===== src/rtl/beat_detector.sv =====
// rtl/beat_detector.sv - adaptive-threshold beat detector on filtered samples
module beat_detector #(
  parameter int WIDTH    = 10,
  parameter int PERIOD_W = 16,
  parameter int HYST     = 16,
  parameter int MIN_GAP  = 50,
  parameter int DECAY    = 64
) (
  input  logic                clk,
  input  logic                reset,
  input  logic                sample_valid,
  input  logic [WIDTH-1:0]    sample,
  output logic                beat,
  output logic                period_valid,
  output logic [PERIOD_W-1:0] period,
  output logic [WIDTH-1:0]    peak_level,
  output logic [WIDTH-1:0]    threshold
);

  // Threshold arithmetic runs two bits wider so thr+HYST never wraps before clamping.
  localparam int EW  = WIDTH + 2;
  localparam int DCW = (DECAY > 1) ? $clog2(DECAY) : 1;

  localparam logic [EW-1:0]       SMAX_E     = EW'((1 << WIDTH) - 1);
  localparam logic [EW-1:0]       HYST_E     = EW'(HYST);
  localparam logic [PERIOD_W-1:0] GAP_MAX    = '1;
  localparam logic [PERIOD_W:0]   MIN_GAP_E  = (PERIOD_W + 1)'(MIN_GAP);
  localparam logic [DCW-1:0]      DECAY_LAST = DCW'(DECAY - 1);

  typedef enum logic [1:0] {WAIT_LOW, ARMED, HIGH} state_t;

  state_t              state;
  logic [WIDTH-1:0]    max_trk;
  logic [WIDTH-1:0]    min_trk;
  logic [WIDTH-1:0]    peak_run;
  logic [PERIOD_W-1:0] gap_cnt;
  logic [DCW-1:0]      decay_cnt;
  logic                have_prev;

  logic [EW-1:0]       sum_e;
  logic [EW-1:0]       thr_e;
  logic [EW-1:0]       hi_raw_e;
  logic [EW-1:0]       thr_hi_e;
  logic [EW-1:0]       thr_lo_e;
  logic [EW-1:0]       sample_e;
  logic                above;
  logic                below;
  logic [PERIOD_W:0]   gap_inc;
  logic                gap_ok;
  logic                gap_sat;
  logic [PERIOD_W-1:0] period_sat;
  logic                fire;
  logic                decay_tick;
  logic [WIDTH-1:0]    peak_next;

  // Thresholds come from the tracker values held before this sample updates them.
  assign sum_e    = EW'(max_trk) + EW'(min_trk);
  assign thr_e    = sum_e >> 1;
  assign hi_raw_e = thr_e + HYST_E;
  assign thr_hi_e = (hi_raw_e > SMAX_E) ? SMAX_E : hi_raw_e;
  assign thr_lo_e = (thr_e > HYST_E) ? (thr_e - HYST_E) : '0;
  assign sample_e = EW'(sample);
  assign above    = sample_e > thr_hi_e;
  assign below    = sample_e < thr_lo_e;

  // gap_inc is the number of samples since the last beat, counting this one.
  assign gap_inc    = {1'b0, gap_cnt} + (PERIOD_W + 1)'(1);
  assign gap_ok     = gap_inc >= MIN_GAP_E;
  assign gap_sat    = gap_inc >= {1'b0, GAP_MAX};
  assign period_sat = gap_inc[PERIOD_W] ? GAP_MAX : gap_inc[PERIOD_W-1:0];

  assign fire       = (state == ARMED) && above && gap_ok;
  assign decay_tick = decay_cnt == DECAY_LAST;
  assign peak_next  = (sample > peak_run) ? sample : peak_run;

  // Min/max trackers: jump to new extremes, otherwise creep toward each other on decay ticks.
  always_ff @(posedge clk) begin
    if (reset) begin
      max_trk   <= '0;
      min_trk   <= '1;
      decay_cnt <= '0;
      threshold <= '0;
    end else if (sample_valid) begin
      threshold <= thr_e[WIDTH-1:0];
      decay_cnt <= decay_tick ? '0 : decay_cnt + DCW'(1);
      if (sample > max_trk)
        max_trk <= sample;
      else if (decay_tick && (max_trk > min_trk))
        max_trk <= max_trk - WIDTH'(1);
      if (sample < min_trk)
        min_trk <= sample;
      else if (decay_tick && (min_trk < max_trk))
        min_trk <= min_trk + WIDTH'(1);
    end
  end

  // Crossing FSM with refractory gap counter; beat/period_valid are single-cycle pulses.
  always_ff @(posedge clk) begin
    if (reset) begin
      state        <= WAIT_LOW;
      gap_cnt      <= '0;
      have_prev    <= 1'b0;
      peak_run     <= '0;
      beat         <= 1'b0;
      period_valid <= 1'b0;
      period       <= '0;
      peak_level   <= '0;
    end else begin
      beat         <= 1'b0;
      period_valid <= 1'b0;
      if (sample_valid) begin
        if (fire) begin
          gap_cnt   <= '0;
          have_prev <= 1'b1;
        end else begin
          gap_cnt <= gap_sat ? GAP_MAX : gap_inc[PERIOD_W-1:0];
          // A stale reference beat would give a bogus period, so forget it.
          if (gap_sat)
            have_prev <= 1'b0;
        end
        case (state)
          WAIT_LOW: begin
            if (below)
              state <= ARMED;
          end
          ARMED: begin
            if (fire) begin
              state    <= HIGH;
              beat     <= 1'b1;
              peak_run <= sample;
              if (have_prev) begin
                period       <= period_sat;
                period_valid <= 1'b1;
              end
            end
          end
          HIGH: begin
            peak_run <= peak_next;
            if (below) begin
              state      <= ARMED;
              peak_level <= peak_next;
            end
          end
          default: state <= WAIT_LOW;
        endcase
      end
    end
  end

endmodule


===== config.mk =====
export PLATFORM = sky130hd
export DESIGN_NAME = beat_detector
export DESIGN_NICKNAME = d
export VERILOG_FILES = /design/src/rtl/beat_detector.sv
export SDC_FILE = /design/constraint.sdc
export NUM_CORES = 1
export LEC_CHECK = 0
export CORE_MARGIN = 8
export CORE_UTILIZATION = 30
export CTS_CLUSTER_SIZE = 25
export DETAILED_ROUTE_END_ITERATION = 6
export PLACE_DENSITY = 0.53
export RECOVER_POWER = 100
export SKIP_LAST_GASP = 1
export SLEW_MARGIN = 20
export SYNTH_ARGS = -nofsm -noshare
export SYNTH_HDL_FRONTEND = slang
export SYNTH_SLANG_ARGS = --single-unit

===== constraint.sdc =====
create_clock -name clk -period 10.58 [get_ports clk]
set_input_delay 2.116 -clock clk [delete_from_list [all_inputs] [get_ports clk]]
set_output_delay 2.116 -clock clk [all_outputs]
set_load 0.01 [all_outputs]

# Word level (Yosys, flattened, before mapping)
# Cells that the tools add are included.
# op_classes
addsub,7
n_lt_le_gt_ge,11
eq_ne,5
muxes,20
bitwise_logic,3
n_reduce_logical,19
# ops
operator,n
10-bit 2-to-1 mux,6
16-bit 2-to-1 mux,3
10-bit greater-than comparator,3
10-bit < comparator,2
10-bit case mux with 2 select lines,1
"16-bit by 1-bit adder with 17-bit output, second input constant",1
"17-bit by 16-bit >= comparator with 1-bit output, second input constant",1
"17-bit by 6-bit >= comparator with 1-bit output, second input constant",1
10-bit by 12-bit < comparator with 1-bit output,1
12-bit 2-to-1 mux,1
10-bit by 10-bit adder with 11-bit output,1
"10-bit by 5-bit adder with 11-bit output, second input constant",1
10-bit by 11-bit greater-than comparator with 1-bit output,1
"11-bit by 10-bit greater-than comparator with 1-bit output, second input constant",1
11-bit 2-to-1 mux,1
"10-bit by 5-bit subtractor with 11-bit output, second input constant",1
"10-bit by 1-bit adder with 10-bit output, second input constant",1
"10-bit by 5-bit greater-than comparator with 1-bit output, second input constant",1
"10-bit by 1-bit subtractor with 10-bit output, second input constant",1
3-bit AND reduction,3
2-bit nonzero test,4
"6-bit by 1-bit adder with 6-bit output, second input constant",1
"6-bit == test, second input constant",1
6-bit 2-to-1 mux,1
other kinds (15),26
# totals
ff_bits,93
inputBits,13
wordCells,77

# Logic depth before layout (Yosys ltp)
# depth
word_depth,9
depth_mapped,25
depth_no_buf,23

# Worst setup path after synthesis
# No wires, ideal clock.
# synth_path
kind,register -> register
from,register max_trk[4]
to,register gap_cnt[1]
t_arrival_ns,5.175
slack_ns,5.335
path_stages_with_launch,23
n_path_buf,2
synth_period_minus_slack_ns,5.245
path_cell_list,dfxtp_1 > inv_1 > ha_1 > inv_2 > a21o_1 > a221o_1 > a211oi_2 > inv_1 > ha_1 > nand3_1 > maj3_1 > nor3_1 > nor2_1 > ha_1 > nand3_1 > o311ai_0 > nor2_1 > a21oi_1 > nand2b_1 > clkbuf_1 > clkbuf_1 > nand3_1 > a21oi_1
# synth_via
elab_chain_len,8
# synth_lines
item,line_no,rtl
from (decl),33,logic [WIDTH-1:0] max_trk;
from (signal assigned),87,max_trk <= sample;
from (signal assigned),89,max_trk <= max_trk - WIDTH'(1);
10-bit by 10-bit adder with 11-bit output (*),57,assign sum_e = EW'(max_trk) + EW'(min_trk);
via sum_e[6],40,logic [EW-1:0] sum_e;
10-bit by 5-bit adder with 11-bit output (*),59,assign hi_raw_e = thr_e + HYST_E;
11-bit by 10-bit greater-than comparator with 1-bit output,60,assign thr_hi_e = (hi_raw_e > SMAX_E) ? SMAX_E : hi_raw_e;
11-bit 2-to-1 mux (*),60,
10-bit by 11-bit greater-than comparator with 1-bit output (*),63,assign above = sample_e > thr_hi_e;
1-bit logical AND (*) (2 in a row),72,assign fire = (state == ARMED) && above && gap_ok;
16-bit 2-to-1 mux (*),112,if (fire) begin
to (signal assigned),116,gap_cnt <= gap_sat ? GAP_MAX : gap_inc[PERIOD_W-1:0];
to (decl),36,logic [PERIOD_W-1:0] gap_cnt;
# Mark *: on every way through the listed nets, which the timed path passes. The rest lies on a longest branch.
# A chain may end at the register's enable or synchronous reset.

# Final worst setup path
# layout_path
from,register max_trk[1]
to,register peak_run[6]
# layout_via
elab_chain_len,9
# layout_lines
item,line_no,rtl
10-bit by 10-bit adder with 11-bit output (*),57,
via sum_e[5],40,
10-bit by 5-bit adder with 11-bit output (*),59,
11-bit by 10-bit greater-than comparator with 1-bit output,60,
11-bit 2-to-1 mux (*),60,
10-bit by 11-bit greater-than comparator with 1-bit output (*),63,
1-bit logical AND (*) (2 in a row),72,
2-bit inequality test (no source line) (*),n/a,
3-bit AND reduction (no source line) (*),n/a,
to (signal assigned),130,peak_run <= sample;
to (signal assigned),138,peak_run <= peak_next;
to (decl),35,logic [WIDTH-1:0] peak_run;
# Marked as above.

==> impl_metrics.yaml <==
floorplanning:
  dieArea_mm2: 0.0290
  die_w_um: 170
  die_h_um: 170
  num_io_pins: 51
  rows: 56
  start_util_pct: 30.5
  core-area_mm2: 0.0234
synth:
  ys_async_sr_fraction_pct: 0
  synth_top_area_share_pct: 26.1
  yosysTopAreaCell: "dfxtp_1"
  synth_nets: 1009
  synthFlopType: "dfxtp_1"
  synth_edf_count: 0
  avgSynthCellArea_um2: 7.77
  ys_ff_latch: 93
  synth_warnings: 0
  ys_seq_area_share_pct: 26.1
  synth_area_mm2: 0.00714
  ys_top_cells_by_area: "dfxtp_1 26%, ha_1 13%, nand2_1 5.6%"
  ys_types: 75
  yosysMostFrequentCell: "nand2_1"
  synth_common_cells: "107 x nand2_1, 93 x dfxtp_1, 78 x a21oi_1, 76 x ha_1, 65 x nor2_1"
  synthCells: 919
run_status:
  violations: "max-capacitance violations, max-slew violations"
  status: "complete, but fails checks"
worst_hold_path:
  hold_end: "period[0]$_SDFFE_PP0P_"
  hold_path.class: "flop to flop"
  min_from: "period[0]$_SDFFE_PP0P_"
  whs_path_depth: 2
timing:
  finClkSkew_ns: 0.0124
  fin_crit_ns: 6.95
  fin_ws_ns: 3.63
  fin_crit_sh_pct: 65.7
  hold_viol: 0
  finalMaxSlewViolations: 52
  slew_headroom_pct: -74.0
  rsz0062_at_grt: "no"
  worst_pin_slew_ns: 2.61
  fmax_mhz: 144
  setup_viol: 0
  setup_tns_ns: 0
clocking:
  cts_tree: "yes"
  ctsResizeCount: 0
  clock_latency_ns: 0.36
  cts_buffers: 9
  ctsHoldBuffers: 0
  post_cts_buffers: 0
  cts_sinks: 93
  clk_path_buf_depth: 2
  clk_pin_slew_ns: 0.07
  cts.htree.levels: 3
  cts_root_buffer: "clkbuf_16"
setup_path:
  cp.arrival_ns: 7.16
  setup.worst_path.start_class: "flop"
  setup.worst_path.class: "flop to flop"
  crit_fanout: 18
  end_kind: "flop"
  worstPathRequired_ns: 10.79
  crit_chain: "inv_1, ha_1, and4bb_1, o31ai_1, a21oi_1, a31oi_1, inv_1, ha_1, nand3_1, maj3_1, nor3_1, nor2_1, ha_1, nand3_1, o311ai_0, nor2_1, a21oi_1, nand2b_1, a21oi_1, clkbuf_1, mux2i_1"
  worstRegToRegCells: 21
  critPathSlowestCell: "a31oi_1"
  slowest_delay_ns: 0.75
  r2r_start: "max_trk[1]$_SDFFE_PP0P_"
  regToRegEndpoint: "peak_run[6]$_SDFFE_PP0P_"
  rrSetupSlack_ns: 3.63
place:
  portBuffers: 50
  gp_congestion: 0.851
  dpl.hpwl_um: 14900
  dp_slack_ns: 3.80
  dpl_cell_area_mm2: 0.00784
cells_and_area:
  design_area_mm2: 0.00811
  antenna_cells: 0
  areaGrowthSynthToFinish_pct: 13.7
  drive_gt1_share_pct: 4.71
  nets: 1020
  fillerInstances: 2537
global_route:
  grt_max_degree: 74
  antenna_found_initial: 1
  grt_pass1_wl_um: 34700
  grt_overflow: 0
  grt_pass1_vias: 6431
  grt_usage_pct: 14.8
job:
  max_cap_viol_count: 1
routing:
  route.detailed.drc: 0
  drt-total-wl_um: 21000
  ant_nets: 0
  vias: 6586
  vias_per_cell: 5.25
  wl_per_cell_um: 16.8
  first_pass_iters: 5
  drtIter0Drc: 519
power:
  vdd_drop_max_uv: 89.2
  p_leak_uw: 0.00334
  power_density_mw_per_mm2: 157
stage by stage:
step	utilization, %	cells	hold slack (ns)	power [µW]
2_1_floorplan	-	919	0.429	812
3_3_place_gp	33.5	1238	0.444	958
3_5_place_dp	33.5	1238	0.446	959
4_1_cts	34.7	1254	0.463	1290
5_1_grt	34.7	1254	0.482	1380
6_report	34.7	1254	0.455	1280
state kept, by name (all words and copies together), names as in the netlist:
signal        count
peak_run         10
min_trk          10
period_valid      1
period           16
threshold        10
beat              1
peak_level       10
state             2
decay_cnt         6
gap_cnt          16
max_trk          10
have_prev         1
cells in the final DEF, fill, tap and decap left out, drive strengths merged, types with 36 or more instances in the layout:
cell type | netlist | final
nand2 | 107 | 107
nor2 | 65 | 65
a21oi | 78 | 78
dlygate4sd3 | 0 | 40
ha | 76 | 76
nand3 | 49 | 49
dfxtp | 93 | 93
o21ai | 41 | 41
mux2i | 36 | 36
inv | 56 | 58
kinds of logic (layout without fill, tap and decap cells):
kind of cell,count (synthesis),count (layout),synth area share (%)
fa+ha+maj,78,78,13.7
flops,93,93,26.1
mux,50,50,7.31
simple gates,332,332,22.6
compound gates,229,229,20.9
buf+inv,111,127,6.22
xor+xnor,26,26,3.19
worst max-delay path, delay by kind of cell, from the launching register on:
| family | cells | cell delay, ns |
|---|---|---|
| AO/OA/AOI/OAI | 6 | 2.16 |
| adder cells (fa/ha/maj) | 4 | 1.41 |
| buffers and inverters | 3 | 0.70 |
| flip-flops | 1 | 0.44 |
| multiplexers | 1 | 0.21 |
| AND/OR/NAND/NOR | 7 | 1.87 |
layout make-up:
cell class | instances | area [µm²] | area share [%]
multi-input cells | 715 | 4830 | 59.6
flip-flops and latches | 93 | 1860 | 22.9
repair buffers | 55 | 517 | 6.37
well taps | 319 | 399 | 4.92
clock buffers | 11 | 253 | 3.11
inverters | 56 | 210 | 2.59
clock inverters | 5 | 41.3 | 0.509
routing by layer:
metal / vias up / track usage, % / wire length (µm) / part of all wire (%)
met1: 3091 / 20.0 / 10500 / 50
met2: 129 / 24.2 / 9660 / 46
met4: 0 / 4.12 / 294 / 1.4
met3: 18 / 2.13 / 637 / 3.0
met5: - / 0 / 0 / 0
li1: 3348 / - / - / -
worst max-delay path by stage:
stage / start / end / slack (ns) / cells after the start
2_1_floorplan: max_trk[4]$_SDFFE_PP0P_ / gap_cnt[1]$_SDFFE_PP0P_ / 5.33 / 22
3_3_place_gp: max_trk[1]$_SDFFE_PP0P_ / period[11]$_SDFFE_PP0P_ / 4.03 / 20
3_5_place_dp: max_trk[1]$_SDFFE_PP0P_ / period[15]$_SDFFE_PP0P_ / 3.80 / 20
4_1_cts: max_trk[1]$_SDFFE_PP0P_ / period[14]$_SDFFE_PP0P_ / 3.77 / 20
5_1_grt: max_trk[2]$_SDFFE_PP0P_ / peak_run[5]$_SDFFE_PP0P_ / 2.90 / 21
6_report: max_trk[1]$_SDFFE_PP0P_ / peak_run[6]$_SDFFE_PP0P_ / 3.63 / 21
power breakdown:
group	total [µW]	internal (µW)	switching (µW)
clock	327	175	152
sequential	394	369	25.7
combinational	554	222	332
total	1280	766	510
No activity file was read; power rests on OpenSTA's default activity.
